$ cat config.mk
export PLATFORM = sky130hd
export DESIGN_NAME = imm_extract
export DESIGN_NICKNAME = d
export VERILOG_FILES = /design/src/rtl/imm_extract.sv
export SDC_FILE = /design/constraint.sdc
export NUM_CORES = 1
export LEC_CHECK = 0
export CAP_MARGIN = 30
export CORE_ASPECT_RATIO = 1.75
export CORE_MARGIN = 1.5
export CORE_UTILIZATION = 30
export CTS_BUF_LIST = sky130_fd_sc_hd__clkbuf_4
export DETAILED_ROUTE_END_ITERATION = 7
export HOLD_SLACK_MARGIN = 0.05
export PLACE_DENSITY = 0.55
export SYNTH_ARGS = -nofsm -noshare
export SYNTH_HDL_FRONTEND = slang
export SYNTH_SLANG_ARGS = --single-unit
$ cat constraint.sdc
create_clock -name clk -period 1.5 [get_ports clk]
set_input_delay 0.3 -clock clk [delete_from_list [all_inputs] [get_ports clk]]
set_output_delay 0.3 -clock clk [all_outputs]
set_load 0.02 [all_outputs]
$ cat src/rtl/imm_extract.sv
// RV32 immediate-field extraction stage: decodes the immediate format and
// presents the raw 12-bit field through a registered output with a one-entry skid.
module imm_extract (
  input  logic        clk,
  input  logic        rst,
  input  logic        in_valid,
  output logic        in_ready,
  input  logic [31:0] in_instr,
  output logic        out_valid,
  input  logic        out_ready,
  output logic [11:0] out_imm,
  output logic [1:0]  out_fmt,
  output logic [7:0]  illegal_cnt
);

  localparam int unsigned INSTR_W = 32;
  localparam int unsigned IMM_W   = 12;
  localparam int unsigned FMT_W   = 2;
  localparam int unsigned CNT_W   = 8;

  localparam logic [FMT_W-1:0] FMT_I    = FMT_W'(0);
  localparam logic [FMT_W-1:0] FMT_S    = FMT_W'(1);
  localparam logic [FMT_W-1:0] FMT_B    = FMT_W'(2);
  localparam logic [FMT_W-1:0] FMT_NONE = FMT_W'(3);

  typedef struct packed {
    logic [IMM_W-1:0] imm;
    logic [FMT_W-1:0] fmt;
  } entry_t;

  entry_t             dec;
  entry_t             out_q, out_n;
  entry_t             skid_q, skid_n;
  logic               out_valid_n;
  logic               skid_valid, skid_valid_n;
  logic [CNT_W-1:0]   cnt_n;
  logic               accept;
  logic               drain;
  logic               unused_bits;

  // Bits [19:12] (rs1/funct3) never contribute to a 12-bit immediate.
  assign unused_bits = ^in_instr[19:12];

  assign accept = in_valid && in_ready;
  assign drain  = out_valid && out_ready;

  // Format decode and raw field extraction; B yields imm[12:1].
  always_comb begin
    dec.fmt = FMT_NONE;
    dec.imm = '0;
    case (in_instr[6:0])
      7'b0000011, 7'b0010011, 7'b1100111: begin
        dec.fmt = FMT_I;
        dec.imm = in_instr[INSTR_W-1:20];
      end
      7'b0100011: begin
        dec.fmt = FMT_S;
        dec.imm = {in_instr[31:25], in_instr[11:7]};
      end
      7'b1100011: begin
        dec.fmt = FMT_B;
        dec.imm = {in_instr[31], in_instr[7], in_instr[30:25], in_instr[11:8]};
      end
      default: begin
        dec.fmt = FMT_NONE;
        dec.imm = '0;
      end
    endcase
  end

  // Output/skid next state; skid always drains before new input reaches the output.
  always_comb begin
    out_n        = out_q;
    out_valid_n  = out_valid;
    skid_n       = skid_q;
    skid_valid_n = skid_valid;
    cnt_n        = illegal_cnt;
    if (!out_valid || drain) begin
      if (skid_valid) begin
        out_n        = skid_q;
        out_valid_n  = 1'b1;
        skid_valid_n = 1'b0;
      end else if (accept) begin
        out_n       = dec;
        out_valid_n = 1'b1;
      end else begin
        out_valid_n = 1'b0;
      end
    end else if (accept) begin
      skid_n       = dec;
      skid_valid_n = 1'b1;
    end
    if (accept && (dec.fmt == FMT_NONE) && (illegal_cnt != {CNT_W{1'b1}})) begin
      cnt_n = illegal_cnt + CNT_W'(1);
    end
  end

  always_ff @(posedge clk or posedge rst) begin
    if (rst) begin
      out_q       <= '0;
      out_valid   <= 1'b0;
      skid_q      <= '0;
      skid_valid  <= 1'b0;
      in_ready    <= 1'b0;
      illegal_cnt <= '0;
    end else begin
      out_q       <= out_n;
      out_valid   <= out_valid_n;
      skid_q      <= skid_n;
      skid_valid  <= skid_valid_n;
      in_ready    <= !skid_valid_n;
      illegal_cnt <= cnt_n;
    end
  end

  assign out_imm = out_q.imm;
  assign out_fmt = out_q.fmt;

endmodule
==> results of run 1 <==
-- routing by layer --
metal	share of wire [%]	GRT usage [%]	wire [microns]
met1	41	20.3	2420
met3	2.8	2.09	167
met5	0	0	0
met4	2.9	7.21	171
met2	53	28.0	3150
-- per-stage QoR --
stage,hold slack (ps),setup TNS (ps),std cells
2_1_floorplan,442,-3.12,217
3_3_place_gp,454,-13160,374
3_5_place_dp,463,-13570,374
4_1_cts,303,-4.34,383
5_1_grt,317,-61.6,390
6_report,295,0,390
-- state kept, by name, summed over array words and instances, names as in the netlist --
| signal | count |
|---|---|
| out_fmt | 2 |
| out_valid | 1 |
| in_ready | 1 |
| illegal_cnt | 8 |
| skid_q | 14 |
| out_imm | 12 |
| skid_valid | 1 |
-- worst max-delay path: stages, from the launching register on --
cell and delay (ps):
sky130_fd_sc_hd__dfrtp_2 450, sky130_fd_sc_hd__ha_4 190, sky130_fd_sc_hd__nand3_2 100, sky130_fd_sc_hd__o21ai_4 80, sky130_fd_sc_hd__nor3_2 220, sky130_fd_sc_hd__mux2_4 320
-- logic make-up after synthesis --
group	after synthesis
XOR/XNOR	7
multiplexers	12
AO/OA/AOI/OAI	64
buffers and inverters	23
AND/OR/NAND/NOR	71
adder cells (fa/ha/maj)	1
flip-flops	39
-- worst paths after layout --
path / from / endpoint / slack, ps / depth (start not counted)
setup / recovery: illegal_cnt[1]$_DFFE_PP0P_ / illegal_cnt[1]$_DFFE_PP0P_ / 40 / 5
hold / removal: rst / out_imm[6]$_DFFE_PP0P_ / 290 / 3
setup reg to reg: illegal_cnt[1]$_DFFE_PP0P_ / illegal_cnt[1]$_DFFE_PP0P_ / 40 / 5
hold reg to reg: skid_q[11]$_DFFE_PP0P_ / skid_q[11]$_DFFE_PP0P_ / 490 / 2
max in group asynchronous: rst / illegal_cnt[0]$_DFFE_PP0P_ / 970 / 3
min in group clk: skid_q[11]$_DFFE_PP0P_ / skid_q[11]$_DFFE_PP0P_ / 490 / 2
-- final cells by class --
| cell class | count | area share [%] |
|---|---|---|
| Clock buffer | 6 | 1.42 |
| Clock inverter | 2 | 1.89 |
| Inverter | 9 | 1.06 |
| Multi-Input combinational cell | 155 | 34.6 |
| Sequential cell | 39 | 30.8 |
| Tap cell | 84 | 3.31 |
| Timing Repair Buffer | 95 | 26.9 |
-- cells in the final DEF (no fill, tap or decap), drive strengths merged, types with 8 or more instances in the layout --
| master | instances |
|---|---|
| buf | 46 |
| dfrtp | 39 |
| o21ai | 30 |
| dlygate4sd2 | 23 |
| clkdlybuf4s50 | 21 |
| nand2 | 18 |
| a21oi | 18 |
| and3 | 12 |
| nor2 | 10 |
| inv | 9 |
| nor3 | 8 |
-- repair_timing --
item,4_1_cts,5_1_grt
hold endpoints to repair,0,0
gates resized for setup,38,23
pin swaps,2,5
endpoints found under the setup margin,52,32
buffers inserted,1,6
gates cloned,0,1
-- power groups by stage --
stage	Sequential (mW)	Clock, mW	Combinational [mW]
2_1_floorplan	1.51	0	0.369
3_3_place_gp	1.36	0	1.13
3_5_place_dp	1.37	0	1.14
4_1_cts	1.34	0.911	1.07
5_1_grt	1.37	0.953	1.17
6_report	1.34	0.891	1.09
==> metrics list, run 1 <==
- Setup violations remaining at the end of the flow were counted as 0.
- Detailed-route via count: 1,975
- Summed over all nets, the half-perimeter wirelength after detailed placement is 4360 microns.
- Dominant cells by area after synthesis: sky130_fd_sc_hd__dfrtp_1 (47%), sky130_fd_sc_hd__a21oi_1 (4.1%), sky130_fd_sc_hd__and3_1 (3.6%), sky130_fd_sc_hd__o21ai_0 (3.6%), sky130_fd_sc_hd__o21ai_1 (3.6%)
- Die outline width: roughly 66 microns
* Xor/xnor share of the synthesized area: 2.95%
* Post-synth EDFFs: 0
- Total Power Consumption: between 3 and 4 mW
* Critical path endpoint category: flip-flop
* Path class of the lowest-slack min-delay path: primary input to async pin
- Layout cell share with drive strength beyond 1: between 20 and 30%
- Setup repair after global routing could not meet its margin everywhere.
* Top cells by instance count after synthesis: sky130_fd_sc_hd__dfrtp_1 (39), sky130_fd_sc_hd__nand2_1 (18), sky130_fd_sc_hd__a21oi_1 (17)
* NetSw: roughly 1.1 mW
- Vias per inst: 5.06
- Across the VDD grid, the largest voltage drop is 0.769 mV.
- The run finished with clean final reports.
- After clock tree synthesis, the clock-pin slew on the worst setup and hold paths is 120 ps.
- Post-synth net total: 254
- Global routing used 16.4% of the available tracks.
- The internal portion of the total power is 2.26 mW.
- Max Cap Viol: 0
* Leading cell type by number of instances after synthesis: sky130_fd_sc_hd__dfrtp_1
- Finished Cell Area: 3180 sq um
- Number of global-route vias before repair: 1,914
* First-iteration detailed-routing DRC count: 50
- The tree built by TritonCTS fans out to 39 sinks.
- Crit start category: flip-flop
- Total Wirelength: around 5900 microns
- Adder-Cell Fraction of Synth Area: 0.601%
* Root Driver: sky130_fd_sc_hd__clkbuf_4
* CP max FO: 5
- Data on the critical path arrives at its endpoint at 1690 ps.
- Sequential elements use around 47% of the synthesized area.
- Once the floorplan was initialized, standard cells occupied 30.6% of the core.
- The biggest area contributor in the post-synthesis netlist is sky130_fd_sc_hd__dfrtp_1.
- Clock latency on the worst-skew pair: 340 ps
- Placed standard-cell area: around 2900 sq um
- Dividing total power by cell area gives a power density of 1040 nW/um^2.
- Total of buffers placed on input and output ports: 51
- In this run, flip-flops and latches consume roughly two fifths of the power.
- TritonCTS buffer count: 5
- TritonCTS built the clock tree.
- Summed over all layers, the global routing overflow is 0.
* CTS Buffer Depth: 2
* Number of distinct library cells after synthesis: between 40 and 50
- In this run the remaining antenna-violating nets after routing total 0.
- Combinational logic burns between 30% and 40% of the power.
* Worst setup path category: flip-flop to flip-flop
- Number of antenna violations at the first check in global routing: 0
- Final RePlAce weighted congestion: 0.821
- The routed design could run at a clock period as short as 1460 ps.
- At the worst endpoint, the required time is around 1700 ps.
- Mean Syn Cell Area: 9.59 sq um
- The synthesized netlist devotes 18.3% of its cell area to compound gates.
* Area of the mapped netlist: 2080 sq um
- Residual DRC: 0
- The die covers 7460 sq um.
- In this run, post-CTS hold repair placed 0 buffers.
- The number of pins exceeding their max-slew limit in the final report was 0.
- Register bit count reported by yosys: 39
- Layout area overhead: 52.7%
* Simple-Gate Fraction of Synth Area: approximately a fifth
- Entering global routing, the biggest net connects 40 pins.
- After layout, the worst setup slack is 36.4 ps.
- The number of antenna diodes in the final layout is 0.
- Total of warnings raised by yosys: 0
* Number of rows in the core area: 40
- After technology mapping, the gate count stands at 217.
- Area occupied by registers: approximately 980 sq um
- Static timing analysis puts the maximum clock frequency at a little under 700 MHz.
- The first global-routing pass estimated roughly 9400 microns of wire.
- Top_reg_cell synth: sky130_fd_sc_hd__dfrtp_1
- Wirelength per Cell: 15.1 microns
- Measured against the total synthesized area, the mux share comes to 6.31%.
* Number of filler instances in the final layout: between 700 and 800
* Area fraction of the dominant cell type after synthesis: 46.9%
- The final number of hold-violating endpoints is 0.
- By area, the combinational part of the netlist is dominated by simple AND/OR/NAND/NOR gates.
* DIE HEIGHT: 113 microns
* Share of total power consumed by net switching: 32.0%
* H-tree depth: 2
- Slew @ Worst Pin: 363 ps
* Relative contribution of the clock network to total power: a little over a quarter
- On the final layout, the worst clock skew is about 19 ps.
- Relative slew slack: between 70 and 80%
- Timing analysis after detailed placement gives a worst setup slack of -429 ps.
- Utilization after layout: 46.7%
- Ratio of final minimum period to clock period: 97.6%
- Number of nets in the final layout: about 340
* Area taken by multi-input logic gates: 1100 sq um
- Count of pins on the block boundary: 60
* First drt pass iteration count: 4
* Static leakage: 1.53 nW
- Core region area: 6810 sq um
- In the synthesized netlist the async set-or-reset flop fraction comes to 100%.
No activity file was read; power rests on OpenSTA's default activity.
==> run 2, diff against run 1 <==
GPL_TIMING_DRIVEN = 0   (was default)
==> metrics list, run 2 (synthesis gave the netlist of run 1 again) <==
* Final min period: 1520 ps
- Number of global-route vias before repair: 1,960
- CTS tree: built
* TritonCTS buffer count: 5
- Total Wirelength: 5970 microns
- The worst setup path is captured at a flip-flop.
* CP max FO: 6
- From synthesis to final layout, the design area changed by 43.5%.
- For the worst setup path, the data required time is 1780 ps.
- Once detailed placement completed, the half-perimeter wirelength came to 4220 microns.
- Met3 GRT Util: roughly 2.9%
- The largest single stage delay on the critical path is 470 ps.
- The congestion estimate from routability-driven global placement came to around 0.77.
- The tool flagged a number of max-cap violations equal to 0.
- Run status: finished, violations left
- Max reg flops: 14
* Layout cell share with drive strength beyond 1: 23.4%
- The detailed router finished its first iteration with 52 violations.
- In this run the cell area measured after placement is 2700 sq um.
* Leading cell type in the layout, fill and taps excluded: sky130_fd_sc_hd__dfrtp_1
- Pin count of the biggest net entering global routing: 40
* Final-report hold violation count: 0
- Global-route congestion overflow total: 0
- Core region area: 6810 sq um
- Number of nets in the final layout: 327
* IR drop worst, VDD: 0.775 mV
- CTS clock-pin slew for the worst setup and hold paths: 120 ps
- Worst endpoint data arrival time: around 1800 ps
- The worst pin sits at a relative slew slack of between 40% and 50%.
- In this run the power density over the cells is 994 nW/um^2.
- Clock latency on the worst-skew pair: ~350 ps
* Root Driver: sky130_fd_sc_hd__clkbuf_4
- No sink is reached through more buffers than the 2 on the longest clock path.
* Number of rows in the core area: 40
- The die is 66.0 microns wide.
- Most used routing layer: met2
* Max stage delay cell, worst path: sky130_fd_sc_hd__dfrtp_2
- Violations in the final reports: negative setup slack
* Total of buffers placed on input and output ports: 49
* Achievable Freq: 656 MHz
* Slew @ Worst Pin: about 840 ps
* Floorplan die area: approximately 7500 sq um
* CP Cell Sequence: ha_4, nand3_4, o21ai_4, buf_4, nor4_4, xor2_1
- Counting flops per register, the top entry is skid_q.
* Count of placed standard cells including taps: 350
- Setup repair after global routing could not meet its margin everywhere.
- GRT Overall Usage: between 10% and 20%
- Most frequent cells in the layout: sky130_fd_sc_hd__dfrtp_1 (34), sky130_fd_sc_hd__clkdlybuf4s50_1 (22), sky130_fd_sc_hd__dlygate4sd2_1 (21)
- The count of nets left with antenna violations once routing finished came out at 0.
* Final cell count without fillers: 376
* Starting density of the core: 30.6%
- CTS sink count: 39
- Residual DRC: 0
- In this run the static leakage power is 1.38 nW.
- The worst setup path is launched from a flip-flop.
- The final critical path takes up 102% of the cycle.
* Clock skew after layout: 2.79 ps
* Wirelength per Cell: around 16 microns
* Count of pins over their slew limit: 0
- Global routing consumed, on the met1 layer, between 10% and 20% of the routing resources.
- The first TritonRoute pass finished after 4 iterations.
* Worst setup path category: flip-flop to flip-flop
- Met2 layer usage reported by global route: a little under a third
* Number of antenna violations at the first check in global routing: 1
- H-tree depth: 2
- The first global-routing pass estimated 9850 microns of wire.
* Vias per inst: 5.11
- For this design, the CTS-stage hold fixing added 0 buffers.
- Number of filler instances in the final layout: 727
- The path class of the tightest hold or removal check is primary input to async pin.
- For this design the top-level I/O count stands at 60.
- Once routing completed, OpenROAD measured the worst setup slack at -23.5 ps.
* Detailed-route via count: 1,921
- The finished cells cover about 3000 sq um.
- DIE HEIGHT: around 110 microns
- Final-report setup violation count: 1
-- run 2: through the flow --
step	hold slack [ps]	setup slack (ps)	power (mW)	utilization, %	TNS [ps]
detailed placement	462	-726	2.35	39.7	-18520
CTS	410	-22.0	2.94	42.0	-90.2
finish	414	-23.5	2.97	43.9	-23.5
global route	428	-97.5	3.14	43.9	-274
floorplan	442	-3.12	1.88	-	-3.12
global placement	454	-781	2.35	39.7	-44410
-- run 2: worst paths after layout --
check,start,end,slack [ps],depth (start not counted)
setup reg to reg,illegal_cnt[0]$_DFFE_PP0P_,illegal_cnt[4]$_DFFE_PP0P_,-20,6
hold reg to reg,skid_q[12]$_DFFE_PP0P_,skid_q[12]$_DFFE_PP0P_,480,2
min in group clk,in_instr[6],skid_q[0]$_DFFE_PP0P_,420,4
hold / removal,rst,illegal_cnt[1]$_DFFE_PP0P_,410,2
setup / recovery,illegal_cnt[0]$_DFFE_PP0P_,illegal_cnt[4]$_DFFE_PP0P_,-20,6
max in group asynchronous,rst,illegal_cnt[2]$_DFFE_PP0P_,500,2
-- run 2: cell type report --
type                       instances  area, sq um  area share [%]
antenna                            1         2.50          0.0838
buffer                            14         88.8            2.98
clock buffer                       6         45.0            1.51
clock inverter                     2         7.51           0.251
inverter                           9         33.8            1.13
multi-input combinational        155         1130            37.7
sequential                        39          982            32.9
tap                               84          105            3.52
timing repair buffer              66          594            19.9
-- run 2: layer usage --
metal / wire length, microns / part of all wire, % / vias to the layer above
li1: - / - / 935
met1: 2380 / 40 / 921
met2: 3220 / 54 / 53
met3: 207 / 3.5 / 12
met4: 162 / 2.7 / 0
met5: 0 / 0 / -
-- run 2: report_power, final --
part	leakage (nW)	internal, mW	total, mW	switching, mW
logic	0.842	0.486	1.02	0.532
clock network	0.0307	0.192	0.551	0.359
registers	0.505	1.21	1.40	0.189
total	1.38	1.89	2.97	1.08
-- run 2: what timing repair did --
item / 4_1_cts / 5_1_grt
hold endpoints to repair: 0 / 0
resized for setup: 43 / 27
gates cloned: 2 / 0
endpoints found under the setup margin: 52 / 42
pin swaps: 8 / 8
buffers inserted: 8 / 7
-- run 2: worst max-delay path, delay by kind of cell (launching register included) --
family / cells / cell delay [ps]
AOI/OAI and AO/OA: 1 / 110
xor gates and xnor gates: 1 / 190
adders and majority gates: 1 / 190
buffers and inverters: 1 / 160
DFF: 1 / 470
and+or+nand+nor: 2 / 320
==> run 3, diff against run 2 <==
PLACE_DENSITY = 0.53   (was 0.55)
clock period = 1.6 ns   (was 1.5 ns; I/O delays follow)
==> metrics list, run 3 (synthesis gave the netlist of run 1 again) <==
* Run status: finished, final reports clean
- Entering global routing, the biggest net connects 40 pins.
* Final min period: between 1500 and 2000 ps
* Path class of the lowest-slack min-delay path: primary input to async pin
- CTS saw 39 sinks.
- Total inserted antenna cells: 0
* Floorplan die area: 7460 sq um
- The top cell types in the final layout, fill and taps aside, are sky130_fd_sc_hd__dfrtp_1 (38), sky130_fd_sc_hd__dlygate4sd2_1 (25), sky130_fd_sc_hd__clkdlybuf4s50_1 (23).
- Worst endpoint data arrival time: 1830 ps
- VDD sags by at most around 0.86 mV.
* Clock skew after layout: 16.8 ps
* Layout area overhead: 39.7%
- The register with the most flip-flops in the layout has 14 of them.
* Total Wirelength: 5940 microns
* DIE HEIGHT: 113 microns
- The tree is rooted in a sky130_fd_sc_hd__clkbuf_4.
* Met3 GRT Util: 3.28%
- The net count of the finished layout is about 320.
* # hold bufs at CTS: 0
* Vias per inst: 5.10
* First-iteration detailed-routing DRC count: between 80 and 90
- CP max FO: 5
- Starting density of the core: a little under a third
- Ratio of final minimum period to clock period: 97.2%
- Registers take 977 sq um.
- Derived from the worst setup path, the maximum achievable clock frequency is 643 MHz.
- For this design the top-level I/O count stands at 60.
* Detailed-route via count: 1,883
- Setup violations remaining at the end of the flow were counted as 0.
- Count of pins over their slew limit: 0
- Before antenna repair, the detailed router went through 4 iterations.
- Relative slew slack: 45.6%
- Worst setup path category: primary input to flip-flop
- Pwr/cell area: 911 nW/um^2
* Crit start category: primary input
* Layout cell share with drive strength beyond 1: 19.6%
- Number of antenna violations at the first check in global routing: 0
- Number of global-route vias before repair: roughly 1,900
- Met2 layer usage reported by global route: 31.0%
- Static leakage: 1.36 nW
- For the pin with the worst max-slew slack, the measured transition is 815 ps.
* Residual DRC: 0
* Critical path endpoint category: flip-flop
* Number of rows in the core area: 40
- Global-route congestion overflow total: 0
- Number of filler instances in the final layout: 729
- At the later pin of the worst-skew pair, clock insertion delay measures 360 ps.
* Worst path required time: 1870 ps
- Final-report hold violation count: 0
- The layer flagged by global routing as most heavily used is met2.
- Antenna Nets Post-Route: 0
* Biggest register: skid_q
- Wirelength per Cell: 16.1 microns
- Setup repair after global routing could not meet its margin everywhere.
- Die outline width: ~66 microns
- The longest clock path from root to sink contains 2 buffers.
* Setup TNS: 0 ps
* Max Cap Viol: 0
- The tightest hold path in the finished design has a slack of 421 ps.
- CTS tree: built
- After legalization and detailed placement, the total HPWL measured 4190 microns.
* GRT Overall Usage: 16.9%
* Met1 Usage GRT: 18.5%
- Clock tree synthesis inserted a total of 5 buffers.
- The congestion estimate from routability-driven global placement came to 0.835.
* Core region area: 6810 sq um
* CTS clock-pin slew for the worst setup and hold paths: 130 ps
- First-pass GRT wire length: 9520 microns
* Total of buffers placed on input and output ports: a little under 50
- H-tree depth: 2
- Leading cell type in the layout, fill and taps excluded: sky130_fd_sc_hd__dfrtp_1
- Area taken by multi-input logic gates: around 1100 sq um
## run 3: cell count changes in the layout (fill, tap and decap cells not counted), moves of 2 or more
cell | before | now
sky130_fd_sc_hd__buf_4 | 15 | 9
sky130_fd_sc_hd__clkdlybuf4s15_1 | 4 | 0
sky130_fd_sc_hd__dfrtp_1 | 34 | 38
sky130_fd_sc_hd__dfrtp_2 | 5 | 1
sky130_fd_sc_hd__dlygate4sd2_1 | 21 | 25
sky130_fd_sc_hd__clkinv_2 | 0 | 3
sky130_fd_sc_hd__a22oi_1 | 3 | 5
sky130_fd_sc_hd__a22oi_2 | 2 | 0
sky130_fd_sc_hd__clkbuf_4 | 7 | 5
sky130_fd_sc_hd__clkinv_1 | 2 | 0
## run 3: worst max-delay path: stages
cell,delay [ps]
sky130_fd_sc_hd__clkdlybuf4s50_1,460
sky130_fd_sc_hd__nand3b_4,170
sky130_fd_sc_hd__nor4b_4,60
sky130_fd_sc_hd__buf_4,160
sky130_fd_sc_hd__buf_4,140
sky130_fd_sc_hd__nor4b_2,340
sky130_fd_sc_hd__xor2_1,170
## run 3: power by group
part | switching [mW] | internal (mW) | leakage, nW
logic | 0.476 | 0.402 | 0.820
clock network | 0.330 | 0.164 | 0.0347
registers | 0.151 | 1.12 | 0.510
## run 3: area by class of cell
class	instances	share of cell area, %
plain buffers	14	2.93
clock buffers	5	1.29
clock inverters	3	0.517
inverters	9	1.16
multi-input cells	155	37.6
flip-flops and latches	39	33.6
well taps	84	3.62
repair buffers	60	19.3
## run 3: per-stage QoR
step,area [sq um],setup WS (ps),std cells,util [%],power (mW)
final,2910,44.1,369,42.7,2.65
after global routing,2910,-24.8,369,42.7,2.82
after CTS,2830,-28.1,364,41.5,2.62
after detailed placement,2680,-793,350,39.4,2.15
after global placement,2680,-740,350,39.4,2.15
after floorplan,2080,23.2,217,-,1.72
## run 3: metal layers
layer  vias to the layer above  wire length, microns
met4                         0                    90
met1                       918                  2260
li1                        917                     -
met2                        41                  3360
met5                         -                     0
met3                         7                   228
## run 3: repair_timing
action                                  in CTS  in global routing
hold endpoints to repair                     0                  0
setup buffers                                5                  5
gates cloned                                 1                  0
pin swaps                                    2                  3
gates resized for setup                     41                 16
endpoints found under the setup margin      50                 32
## run 3: path summary, 6_finish.rpt
kind	to	cells after the start	start	slack, ps
min	out_imm[1]$_DFFE_PP0P_	2	rst	420
min in group clk	skid_q[6]$_DFFE_PP0P_	4	in_instr[6]	440
max reg2reg	illegal_cnt[4]$_DFFE_PP0P_	6	illegal_cnt[0]$_DFFE_PP0P_	50
max in group asynchronous	illegal_cnt[0]$_DFFE_PP0P_	2	rst	580
max	illegal_cnt[7]$_DFFE_PP0P_	7	in_instr[3]	40
min reg2reg	skid_q[10]$_DFFE_PP0P_	2	skid_q[10]$_DFFE_PP0P_	480
